<file path="src/rtl/tcm_block_mover_pkg.sv">
// Shared types for the TCM block mover.
// State encoding, opcode values and address-width helper.
package tcm_block_mover_pkg;

   typedef enum logic [2:0] {
      S_IDLE,
      S_RD,
      S_RWAIT,
      S_WR,
      S_WWAIT,
      S_FIN
   } state_t;

   localparam logic OP_COPY = 1'b0;
   localparam logic OP_FILL = 1'b1;

   function automatic int aw_of(input int n);
      return (n > 1) ? $clog2(n) : 1;
   endfunction

endpackage

</file>
<file path="src/rtl/tcm_block_mover.sv">
// Block copy / fill engine driving the second port of the TCM SRAM.
// One access in flight at a time; every output is registered.
module tcm_block_mover
   import tcm_block_mover_pkg::*;
#(
   parameter int DATA_WIDTH = 32,
   parameter int N_ENTRIES  = 1024,
   parameter int TIMEOUT    = 15,
   localparam int AW        = aw_of(N_ENTRIES),
   localparam int BW        = DATA_WIDTH / 8
) (
   input  logic                  clk_i,
   input  logic                  rst_i,
   input  logic                  start_i,
   input  logic                  op_i,
   input  logic [AW-1:0]         src_i,
   input  logic [AW-1:0]         dst_i,
   input  logic [AW:0]           len_i,
   input  logic [DATA_WIDTH-1:0] fill_data_i,
   output logic                  busy_o,
   output logic                  done_o,
   output logic                  err_o,
   output logic [AW:0]           count_o,
   output logic                  en_o,
   output logic                  we_o,
   output logic [BW-1:0]         be_o,
   output logic [AW-1:0]         addr_o,
   output logic [DATA_WIDTH-1:0] data_o,
   input  logic [DATA_WIDTH-1:0] data_i,
   input  logic                  ready_i
);

   localparam int TW = $clog2(TIMEOUT + 1);

   state_t                state, state_nx;
   logic                  op, op_nx;
   logic [AW-1:0]         src, src_nx;
   logic [AW-1:0]         dst, dst_nx;
   logic [AW:0]           len, len_nx;
   logic [DATA_WIDTH-1:0] fill, fill_nx;
   logic [TW-1:0]         wait_cnt, wait_nx;

   logic                  busy_nx, done_nx, err_nx;
   logic                  en_nx, we_nx;
   logic [BW-1:0]         be_nx;
   logic [AW-1:0]         addr_nx;
   logic [DATA_WIDTH-1:0] data_nx;
   logic [AW:0]           count_nx, count_inc;
   logic [AW-1:0]         src_inc, dst_inc;
   logic                  timed_out;

   // Pointers wrap modulo N_ENTRIES, which need not be a power of two
   function automatic logic [AW-1:0] wrap_inc(input logic [AW-1:0] p);
      return (p == AW'(N_ENTRIES - 1)) ? '0 : p + AW'(1);
   endfunction

   always_comb begin
      state_nx  = state;
      op_nx     = op;
      src_nx    = src;
      dst_nx    = dst;
      len_nx    = len;
      fill_nx   = fill;
      wait_nx   = wait_cnt;
      err_nx    = err_o;
      count_nx  = count_o;
      en_nx     = 1'b0;
      we_nx     = 1'b0;
      be_nx     = '0;
      addr_nx   = addr_o;
      data_nx   = data_o;
      count_inc = count_o + (AW+1)'(1);
      src_inc   = wrap_inc(src);
      dst_inc   = wrap_inc(dst);
      timed_out = (wait_cnt == TW'(TIMEOUT - 1));

      unique case (state)
         S_IDLE: begin
            if (start_i) begin
               op_nx    = op_i;
               src_nx   = src_i;
               dst_nx   = dst_i;
               len_nx   = len_i;
               fill_nx  = fill_data_i;
               count_nx = '0;
               err_nx   = 1'b0;
               if (len_i == '0) begin
                  state_nx = S_FIN;
               end else if (op_i == OP_FILL) begin
                  state_nx = S_WR;
                  en_nx    = 1'b1;
                  we_nx    = 1'b1;
                  be_nx    = '1;
                  addr_nx  = dst_i;
                  data_nx  = fill_data_i;
               end else begin
                  state_nx = S_RD;
                  en_nx    = 1'b1;
                  addr_nx  = src_i;
               end
            end
         end
         S_RD: begin
            state_nx = S_RWAIT;
            wait_nx  = '0;
         end
         S_RWAIT: begin
            if (ready_i) begin
               state_nx = S_WR;
               en_nx    = 1'b1;
               we_nx    = 1'b1;
               be_nx    = '1;
               addr_nx  = dst;
               data_nx  = data_i;
            end else if (timed_out) begin
               state_nx = S_FIN;
               err_nx   = 1'b1;
            end else begin
               wait_nx = wait_cnt + TW'(1);
            end
         end
         S_WR: begin
            state_nx = S_WWAIT;
            wait_nx  = '0;
         end
         S_WWAIT: begin
            if (ready_i) begin
               count_nx = count_inc;
               src_nx   = src_inc;
               dst_nx   = dst_inc;
               if (count_inc == len) begin
                  state_nx = S_FIN;
               end else if (op == OP_FILL) begin
                  state_nx = S_WR;
                  en_nx    = 1'b1;
                  we_nx    = 1'b1;
                  be_nx    = '1;
                  addr_nx  = dst_inc;
                  data_nx  = fill;
               end else begin
                  state_nx = S_RD;
                  en_nx    = 1'b1;
                  addr_nx  = src_inc;
               end
            end else if (timed_out) begin
               state_nx = S_FIN;
               err_nx   = 1'b1;
            end else begin
               wait_nx = wait_cnt + TW'(1);
            end
         end
         S_FIN: begin
            state_nx = S_IDLE;
         end
         default: begin
            state_nx = S_IDLE;
         end
      endcase

      done_nx = (state_nx == S_FIN);
      busy_nx = (state_nx != S_IDLE);
   end

   always_ff @(posedge clk_i or posedge rst_i) begin
      if (rst_i) begin
         state    <= S_IDLE;
         op       <= OP_COPY;
         src      <= '0;
         dst      <= '0;
         len      <= '0;
         fill     <= '0;
         wait_cnt <= '0;
         busy_o   <= 1'b0;
         done_o   <= 1'b0;
         err_o    <= 1'b0;
         count_o  <= '0;
         en_o     <= 1'b0;
         we_o     <= 1'b0;
         be_o     <= '0;
         addr_o   <= '0;
         data_o   <= '0;
      end else begin
         state    <= state_nx;
         op       <= op_nx;
         src      <= src_nx;
         dst      <= dst_nx;
         len      <= len_nx;
         fill     <= fill_nx;
         wait_cnt <= wait_nx;
         busy_o   <= busy_nx;
         done_o   <= done_nx;
         err_o    <= err_nx;
         count_o  <= count_nx;
         en_o     <= en_nx;
         we_o     <= we_nx;
         be_o     <= be_nx;
         addr_o   <= addr_nx;
         data_o   <= data_nx;
      end
   end

endmodule

</file>
<file path="config.mk">
export PLATFORM = sky130hd
export DESIGN_NAME = tcm_block_mover
export DESIGN_NICKNAME = d
export VERILOG_FILES = /design/src/rtl/tcm_block_mover_pkg.sv /design/src/rtl/tcm_block_mover.sv
export SDC_FILE = /design/constraint.sdc
export NUM_CORES = 1
export LEC_CHECK = 0
export CAP_MARGIN = 20
export CORE_UTILIZATION = 45
export DETAILED_ROUTE_END_ITERATION = 16
export PLACE_DENSITY_LB_ADDON = 0.05
export SKIP_CTS_REPAIR_TIMING = 1
export SLEW_MARGIN = 20
export SYNTH_ARGS = -nofsm -noshare
export SYNTH_HDL_FRONTEND = slang
export SYNTH_SLANG_ARGS = --single-unit
</file>
<file path="constraint.sdc">
create_clock -name clk_i -period 8.2 [get_ports clk_i]
set_input_delay 0.82 -clock clk_i [delete_from_list [all_inputs] [get_ports clk_i]]
set_output_delay 0.82 -clock clk_i [all_outputs]
set_load 0.01 [all_outputs]
</file>
==> flow_summary_export.csv <==
group,metric,value,unit
grt,grt.overflow.total,0,
power,pwr-share-seq,31.2,%
die,io_pins,162,
worst_setup_path,end_kind,"flip-flop",
worst_setup_path,crit_end,"data_o[25]",
sta,finalHoldViolations,0,
worst_setup_path,r2r_end,"data_o[25]",
grt,grt_max_degree,77,
synthesis,synthMuxAreaShare,8.315,%
grt,antenna_found_initial,0,
worst_setup_path,crit_type,"reg -> reg",
sta,fmax,263.5,MHz
grt,grt_usage,25.55,%
worst_setup_path,slowest_stage,"dfrtp_4",
synthesis,synth_top_family_by_area,"compound AO/OA/AOI/OAI gates",
die,die_height,130.0,µm
clocking,htree_num_levels,4,
power,power.leakage,4.123,nW
synthesis,synth-simple-area-share,18.17,%
synthesis,synthTopCellsByArea,"dfrtp_1 44%, nand2_1 10%, o22ai_1 6.0%",
power,switching_power,0.001531,W
placed_design,port_buffers,161,
clocking,root_buffer,"clkbuf_16",
clocking,cts.path.max_buffers,2,
die,die_w,130.0,µm
routing,wirelength,20440,µm
sta,drv_slew,0,
synthesis,synth_compound_area_share,21.28,%
power,ir_drop,220.1,µV
routing,postRouteAntennaNets,0,
sta,fin_tns_setup,0,ns
clocking,clk_pin_slew_worst_paths,0.06,ns
synthesis,syn-instance-count,836,
worst_setup_path,r2r_start,"state[1]",
sta,fin_crit,3.796,ns
synthesis,synth_adder_area_share,0.8485,%
synthesis,synthDistinctLibCells,56,
sta,rsz0062_at_grt,"false",
synthesis,synth_seq_area_share,43.78,%
placed_design,gp_routability_congestion,0.8879,
worst_hold_path,hp-class,"reg -> reg",
power,p_sw_share,38.86,%
synthesis,synth_xor_area_share,3.207,%
finish,areaGrowthSynthToFinish,31.46,%
worst_setup_path,path_max_fanout,63,
die,die_area,0.01690,mm²
finish,n_antenna_cell,0,
finish,multiInputGateArea,0.003830,mm²
synthesis,mappedNetlistArea,0.007373,mm²
die,placementRows,46,
finish,fillers,1338,
power,pwr-share-comb,47.5,%
placed_design,hpwl,13610,µm
finish,drive_gt1_share,8.998,%
routing,vias,6836,
routing,drc_errors,0,
sta,skew,0.007466,ns
grt,grt_pass1_wl,33440,µm
sta,timing.slew.headroom,33.85,%
clocking,insertion_delay,0.42,ns
power,power_density,406.5,mW/mm²
grt,first_global_vias,6490,
synthesis,synth_edf_count,0,
flow_run,maxCapViolCount,0,
die,start_util,46.25,%
synthesis,ys_async_sr_fraction,100.0,%
finish,fin_nets,1070,
worst_setup_path,path_cells,"xnor2_1, nor2_1, a22oi_1, a41oi_4, nand2_4, mux2_4",
routing,drt_pre_antenna_iters,5,
worst_setup_path,cp-start-kind,"flip-flop",
synthesis,ys_ff_latch,129,
clocking,cts_tree,"yes",
synthesis,synth.avg_cell_area,8.820,µm²
worst_setup_path,ff2ff_setup_slack,4.40,ns
worst_setup_path,worstRegToRegCells,6,
clocking,cts.sinks,129,
routing,drt-initial-drc-count,568,
worst_setup_path,slowest_delay,0.85,ns
power,intPower,0.002409,W
synthesis,synthFlopType,"dfrtp_1",
clocking,cts_buffers,17,
sta,tightest_slew,0.9887,ns
worst_setup_path,arrival,4.10,ns
sta,finalCritPeriodShare,46.29,%
synthesis,yosysTopAreaCell,"dfrtp_1",
routing,drt-vias-per-instance,5.725,
sta,whs,0.4769,ns
routing,wire_per_inst,17.12,µm
finish,postLayoutCoreUtil,60.80,%
die,coreArea,0.01594,mm²
sta,setup_viol,0,
synthesis,synth_warnings,0,
synthesis,synth.top_cell.area_share,43.78,%
worst_setup_path,cp.required,8.50,ns
synthesis,syn_nets,941,
run_status,outcome,"finished, final reports clean",
worst_setup_path,crit_start,"state[1]",
power,clockPowerShare,21.3,%
finish,seqCellArea,0.003232,mm²
## worst min path at each step
stage                to      from  cells past startpoint  slack [ns]
2_1_floorplan   fill[0]   fill[0]                      2        0.45
3_3_place_gp    fill[3]   fill[3]                      2        0.46
3_5_place_dp    fill[6]   fill[6]                      2        0.46
4_1_cts        fill[14]  fill[14]                      2        0.48
5_1_grt        fill[14]  fill[14]                      2        0.49
6_report       fill[14]  fill[14]                      2        0.48
## flip-flops by register name (all words and copies together), names as in the netlist
register,cells
err_o,1
len,11
op,1
wait_cnt,4
busy_o,1
done_o,1
state,3
en_o,1
fill,32
be_o,1
addr_o,10
count_o,11
dst,10
src,10
data_o,32
## through the flow
step	area (µm²)	setup WS, ns	cells	total power (W)
3_3_place_gp	9041	4.239	1162	0.003048
6_report	9693	4.404	1194	0.003940
2_1_floorplan	7373	3.939	836	0.002510
5_1_grt	9693	4.099	1194	0.004225
3_5_place_dp	9041	4.158	1162	0.003102
4_1_cts	9687	4.102	1194	0.003955
## cells in the mapped netlist, types with 2 or more instances
library cell and instances:
a211oi_1 4, a21oi_1 75, a22oi_1 6, a31oi_1 4
and2_1 3, and3_1 7, and4_1 2, buf_1 11
buf_12 3, buf_4 4, clkbuf_1 40, dfrtp_1 129
ha_1 5, inv_1 9, mux2_2 6, mux2_4 29
mux2i_1 11, nand2_1 197, nand2b_1 2, nand3_1 14
nand3_2 2, nand4_1 5, nor2_1 42, nor2b_1 2
nor3_1 11, nor4_1 6, nor4_4 3, o211ai_1 5
o21ai_0 58, o22a_1 14, o22ai_1 71, o31ai_1 6
o32a_1 2, xnor2_1 21, xor2_1 6
## per-layer routing
metal  wire (µm)  track usage [%]
met4         231            7.934
met2        9340            39.86
met5           0                0
met1        9630            36.17
met3        1237            4.510
## cells in the final DEF (no fill, tap or decap), types with 17 or more instances in the layout
| cell | netlist | routed |
|---|---|---|
| dfrtp_1 | 129 | 128 |
| o21ai_0 | 58 | 58 |
| mux2_4 | 29 | 29 |
| clkbuf_16 | 0 | 17 |
| nor2_1 | 42 | 42 |
| o22ai_1 | 71 | 71 |
| a21oi_1 | 75 | 75 |
| nand2_1 | 197 | 196 |
| clkdlybuf4s50_1 | 0 | 161 |
| xnor2_1 | 21 | 21 |
## critical path: cells and delay by family (launching register included)
family          cells  cell delay [ns]
mux                 1             0.45
xor+xnor            1             0.22
flops               1             0.85
simple gates        2             1.18
compound gates      2             0.94
## power groups by stage
stage | Sequential [W] | Clock (W) | Combinational, W
after global placement | 0.00122 | 0 | 0.00183
after detailed placement | 0.00123 | 0 | 0.00187
final | 0.00123 | 0.000838 | 0.00187
after global routing | 0.00127 | 0.000880 | 0.00207
after floorplan | 0.00116 | 0 | 0.00134
after CTS | 0.00122 | 0.000849 | 0.00188
## cell families (layout without fill, tap and decap cells)
group,count (synthesis),after routing
AND/OR/NAND/NOR,302,302
AO/OA/AOI/OAI,258,258
flip-flops,129,129
buffers and inverters,69,211
multiplexers,46,46
XOR/XNOR,27,27
adder cells (fa/ha/maj),5,5
## final cells by class
| type | instances | share of cell area (%) |
|---|---|---|
| Clock buffer | 22 | 4.789 |
| Inverter | 10 | 0.4131 |
| Tap cell | 216 | 2.788 |
| Clock inverter | 10 | 1.872 |
| Multi-Input combinational cell | 638 | 39.51 |
| Sequential cell | 129 | 33.34 |
| Timing Repair Buffer | 169 | 17.28 |
Note: power is estimated with default switching activity, not from simulation.
